File: src/rtl/viterbi_frame_ctrl.sv
// viterbi_frame_ctrl: frame sequencer for a K=3, 4-state Viterbi decoder.
// Drives ACS stepping, metric init/normalisation and traceback handoff.
module viterbi_frame_ctrl #(
    parameter int PM_W        = 3,
    parameter int CNT_W       = 8,
    parameter int NORM_THRESH = 4
) (
    input  logic             clk,
    input  logic             rst_n,
    input  logic             start,
    input  logic             abort,
    input  logic [CNT_W-1:0] frame_len,
    input  logic             sym_valid,
    output logic             sym_ready,
    input  logic [PM_W-1:0]  min_metric,
    output logic             acs_en,
    output logic             pm_init,
    output logic             norm_en,
    output logic             tb_start,
    input  logic             tb_busy,
    input  logic             tb_done,
    output logic [CNT_W-1:0] step_cnt,
    output logic             busy,
    output logic             frame_done,
    output logic             len_err,
    output logic             sat_err
);

    typedef enum logic [2:0] {
        S_IDLE,
        S_INIT,
        S_RUN,
        S_TB_WAIT,
        S_TB_RUN,
        S_DONE
    } state_t;

    localparam logic [PM_W-1:0] THRESH = PM_W'(NORM_THRESH);

    state_t           state;
    logic [CNT_W-1:0] len_q;
    logic [CNT_W-1:0] step_nxt;
    logic             can_start;
    logic             start_ok;
    logic             start_zero;
    logic             accept;

    assign can_start  = (state == S_IDLE) || (state == S_DONE);
    assign start_ok   = can_start & start & ~abort & (frame_len != '0);
    assign start_zero = can_start & start & ~abort & (frame_len == '0);

    // abort withdraws ready so a symbol offered that cycle is never consumed
    assign sym_ready  = (state == S_RUN) & ~abort;
    assign accept     = sym_ready & sym_valid;
    assign acs_en     = accept;
    assign norm_en    = accept & (min_metric >= THRESH);
    assign pm_init    = (state == S_INIT);
    assign tb_start   = (state == S_TB_WAIT) & ~tb_busy & ~abort;
    assign busy       = (state != S_IDLE);
    assign frame_done = (state == S_DONE) & ~abort;
    assign step_nxt   = step_cnt + CNT_W'(1);

    always_ff @(posedge clk or negedge rst_n) begin
        if (!rst_n) begin
            state    <= S_IDLE;
            len_q    <= '0;
            step_cnt <= '0;
            sat_err  <= 1'b0;
            len_err  <= 1'b0;
        end else begin
            len_err <= start_zero;
            if (accept && (min_metric == '1))
                sat_err <= 1'b1;
            if (accept)
                step_cnt <= step_nxt;
            if (abort) begin
                state <= S_IDLE;
            end else begin
                unique case (state)
                    S_IDLE, S_DONE: begin
                        if (start_ok) begin
                            len_q    <= frame_len;
                            step_cnt <= '0;
                            sat_err  <= 1'b0;
                            state    <= S_INIT;
                        end else begin
                            state <= S_IDLE;
                        end
                    end
                    S_INIT:
                        state <= S_RUN;
                    S_RUN:
                        if (accept && (step_nxt == len_q))
                            state <= S_TB_WAIT;
                    S_TB_WAIT:
                        if (!tb_busy)
                            state <= S_TB_RUN;
                    S_TB_RUN:
                        if (tb_done)
                            state <= S_DONE;
                    default:
                        state <= S_IDLE;
                endcase
            end
        end
    end

endmodule
File: config.mk
export PLATFORM = sky130hd
export DESIGN_NAME = viterbi_frame_ctrl
export DESIGN_NICKNAME = d
export VERILOG_FILES = /design/src/rtl/viterbi_frame_ctrl.sv
export SDC_FILE = /design/constraint.sdc
export NUM_CORES = 1
export LEC_CHECK = 0
export BUFFER_PORTS_ARGS = -buffer_cell sky130_fd_sc_hd__buf_2
export CORE_MARGIN = 4
export CORE_UTILIZATION = 52
export DETAILED_ROUTE_END_ITERATION = 6
export GPL_ROUTABILITY_DRIVEN = 0
export PLACE_DENSITY = 0.83
export SLEW_MARGIN = 5
export SYNTH_ARGS = -nofsm -noshare
export SYNTH_HDL_FRONTEND = slang
export SYNTH_SLANG_ARGS = --single-unit
export TNS_END_PERCENT = 50
File: constraint.sdc
create_clock -name clk -period 2.4 [get_ports clk]
set_input_delay 0.12 -clock clk [delete_from_list [all_inputs] [get_ports clk]]
set_output_delay 0.12 -clock clk [all_outputs]
set_load 0.01 [all_outputs]
==> metrics.cfg <==
[clock_network]
clk_pin_slew_ns=0.12
cts_buffers=3
cts.sinks=21
clockRootBuffer=clkbuf_4
clk_latency_ns=0.31
cts_resized=0
cts_tree=yes
cts_buffer_depth=2
cts_htree_levels=1

[yosys]
synth_seq_cells=21
synth.distinct_cells=43
syn_inst=136
synth_nets=155
synth_area_per_cell_sq_um=9.66
ys_seq_area_frac=0.400
synth_area_sq_mm=0.00131
yosysWarnings=0

[drt]
routed_wl_mm=2.77
vias_per_cell=5.56
drt-pass1-iter-count=4
drt_iter0_drc=21
routedWlPerCell_um=14.2
vias=1085
route.antenna.remaining_nets=0
drc=0

[status]
status=completed

[critical_path]
cp.arrival_ns=2.15
cp-start-kind=register
endpoint_kind=register
cp.required_ns=2.64
crit_slowest_cell=dfrtp_1
crit_buf_inv=0
cp_cell_sequence=ha_1 -> nand3_1 -> xnor2_1 -> nor3_1 -> o211ai_1 -> o21a_1 -> o21ai_2
setup.worst_path.class=reg2reg
path_max_fanout=7
crit_family=flip-flops
cpPeakStageDelay_ns=0.50

[power]
vdd_drop_max_uv=446
p_leak_uw=0.000767
p_per_area_mw_per_mm2=550

[timing]
fin_skew_ns=0.00397
finalSetupViolations=0
max_freq_ghz=0.524
relSlewSlack=0.697
fin_setup_tns_ns=0
tightest_slew_ns=0.454
maxSlewViolCount=0
min_period_over_period=0.795
hold_violations=0
min_period_ns=1.91
rsz0062_at_grt=false

[finish]
diodes=0
num-nets-final=187
final_util=0.647
fillers=188
area_delta_synth_final_pct=13.0
drive_gt1_frac=0.311

[grt]
grt_remaining_overflow=0
grt_pass1_wl_mm=4.62
track_usage=0.175
grt_start_max_net_pins=22
grt_pass1_vias=1062
antenna_found_initial=0

[place]
post-dp-hpwl_mm=2.15
port_buffers=34

[floorplan]
dieArea_sq_mm=0.00339
die_h_um=58.3
top_level_ports=35
num_rows=17
start_util=0.572
core-area_sq_mm=0.00230
chipWidth_um=58.3

[run]
max-cap-violations=0

[min_path]
worstHoldPathType=in2reg

## path summary, 6_finish.rpt
| check | startpoint | end | slack (ns) | cells past startpoint |
|---|---|---|---|---|
| min | frame_len[6] | len_q[6] | 0.01 | 3 |
| max in group asynchronous | rst_n | state[0] | 1.82 | 2 |
| max reg2reg | step_cnt[0] | state[0] | 0.49 | 7 |
| max | step_cnt[0] | state[0] | 0.49 | 7 |
| min in group asynchronous | rst_n | len_q[1] | 0.27 | 2 |
| min reg2reg | sat_err | sat_err | 0.50 | 2 |
## stage by stage
stage | hold WS [ns] | std cells | setup WS [ns] | cell area [sq um] | power (uW)
detailed placement | 0.0965 | 190 | 0.538 | 1450 | 648
global route | 0.00566 | 195 | 0.363 | 1490 | 871
global placement | 0.0968 | 190 | 0.639 | 1450 | 638
finish | 0.0109 | 195 | 0.492 | 1490 | 817
floorplan | -0.176 | 136 | 0.661 | 1310 | 583
CTS | 0.00426 | 195 | 0.499 | 1490 | 825
## sequential cells by signal (all words and copies together) (netlist names)
| register | cells |
|---|---|
| len_q | 8 |
| step_cnt | 8 |
| state | 3 |
| len_err | 1 |
| sat_err | 1 |
## worst reg2reg max path, delay by kind of cell (launching register included)
| kind | cells | cell delay [ns] |
|---|---|---|
| AOI/OAI and AO/OA | 3 | 0.43 |
| xor gates and xnor gates | 1 | 0.19 |
| adders and majority gates | 1 | 0.32 |
| DFF | 1 | 0.50 |
| and+or+nand+nor | 2 | 0.41 |
## cell usage in the layout, fill, tap and decap left out, drive strengths merged, types with 2 or more instances in the layout
cell type  Yosys  layout
a22o           2       2
a31oi          2       2
and2           3       3
and3           5       5
and4           2       2
buf            8      35
clkbuf         1       3
dfrtp         21      21
mux2i          2       2
nand2         25      25
nand3          4       4
nand4          2       2
nor2          14      14
nor2b          2       2
nor3           3       3
nor3b          2       2
nor4           4       4
nor4b          2       2
o21ai          4       4
xnor2          7       7
xor2          11      11
## cell usage after synthesis
master / instances / area share
nand2_1: 24 / 0.069
dfrtp_1: 21 / 0.40
nor2_1: 12 / 0.034
xor2_1: 11 / 0.073
xnor2_1: 7 / 0.047
and3_1: 4 / 0.019
buf_4: 4 / 0.023
nand3_1: 4 / 0.015
nor3_1: 3 / 0.011
nor4_1: 3 / 0.014
o21ai_0: 3 / 0.011
a22o_1: 2 / 0.013
a31oi_1: 2 / 0.0095
and2_1: 2 / 0.0095
buf_6: 2 / 0.017
mux2i_1: 2 / 0.015
nor2_2: 2 / 0.0095
nor2b_1: 2 / 0.0095
nor3b_1: 2 / 0.011
a41oi_1: 1 / 0.0067
and2_4: 1 / 0.0067
and3_2: 1 / 0.0057
and4_1: 1 / 0.0067
and4_4: 1 / 0.0086
buf_12: 1 / 0.015
buf_2: 1 / 0.0038
clkbuf_1: 1 / 0.0029
ha_1: 1 / 0.0095
nand2_2: 1 / 0.0048
nand3b_1: 1 / 0.0057
nand4_1: 1 / 0.0048
nand4_4: 1 / 0.016
nor4_2: 1 / 0.0095
nor4b_2: 1 / 0.011
nor4b_4: 1 / 0.018
o211a_1: 1 / 0.0076
o211ai_1: 1 / 0.0057
o21a_1: 1 / 0.0057
o21ai_2: 1 / 0.0067
o22a_2: 1 / 0.0076
o311ai_0: 1 / 0.0067
or2b_1: 1 / 0.0057
or3_2: 1 / 0.0057
## cells by family (layout without fill, tap and decap cells)
| logic type | Yosys count | count (layout) | synth area share |
|---|---|---|---|
| AOI/OAI and AO/OA | 14 | 14 | 0.0810 |
| xor gates and xnor gates | 18 | 18 | 0.120 |
| adders and majority gates | 1 | 1 | 0.00952 |
| buffers and inverters | 9 | 40 | 0.0619 |
| DFF | 21 | 21 | 0.400 |
| muxes | 2 | 2 | 0.0152 |
| and+or+nand+nor | 71 | 71 | 0.312 |
## power breakdown
part,internal [uW],switching [uW]
logic,97.1,98.0
registers,394,52.5
clock network,63.6,111
## layout make-up
type                    instances  area (sq um)  area share
clock buffers                   3          22.5      0.0152
clock inverters                 1          7.51     0.00505
multi-input cells             106           707       0.476
flip-flops and latches         21           526       0.354
well taps                      28          35.0      0.0236
repair buffers                 36           188       0.126
## timing repair
action,4_1_cts,5_1_grt
buffers inserted,0,0
endpoints found under the hold margin,21,0
hold buffers,1,0
## metal layers
layer	vias up	part of all wire	track usage	routed length, um
li1	530	-	-	-
met1	519	0.44	0.220	1210
met2	31	0.48	0.289	1330
met3	5	0.064	0.0579	178
met4	0	0.016	0.0430	45
met5	-	0	0	0
(Power assumes the default switching activity.)
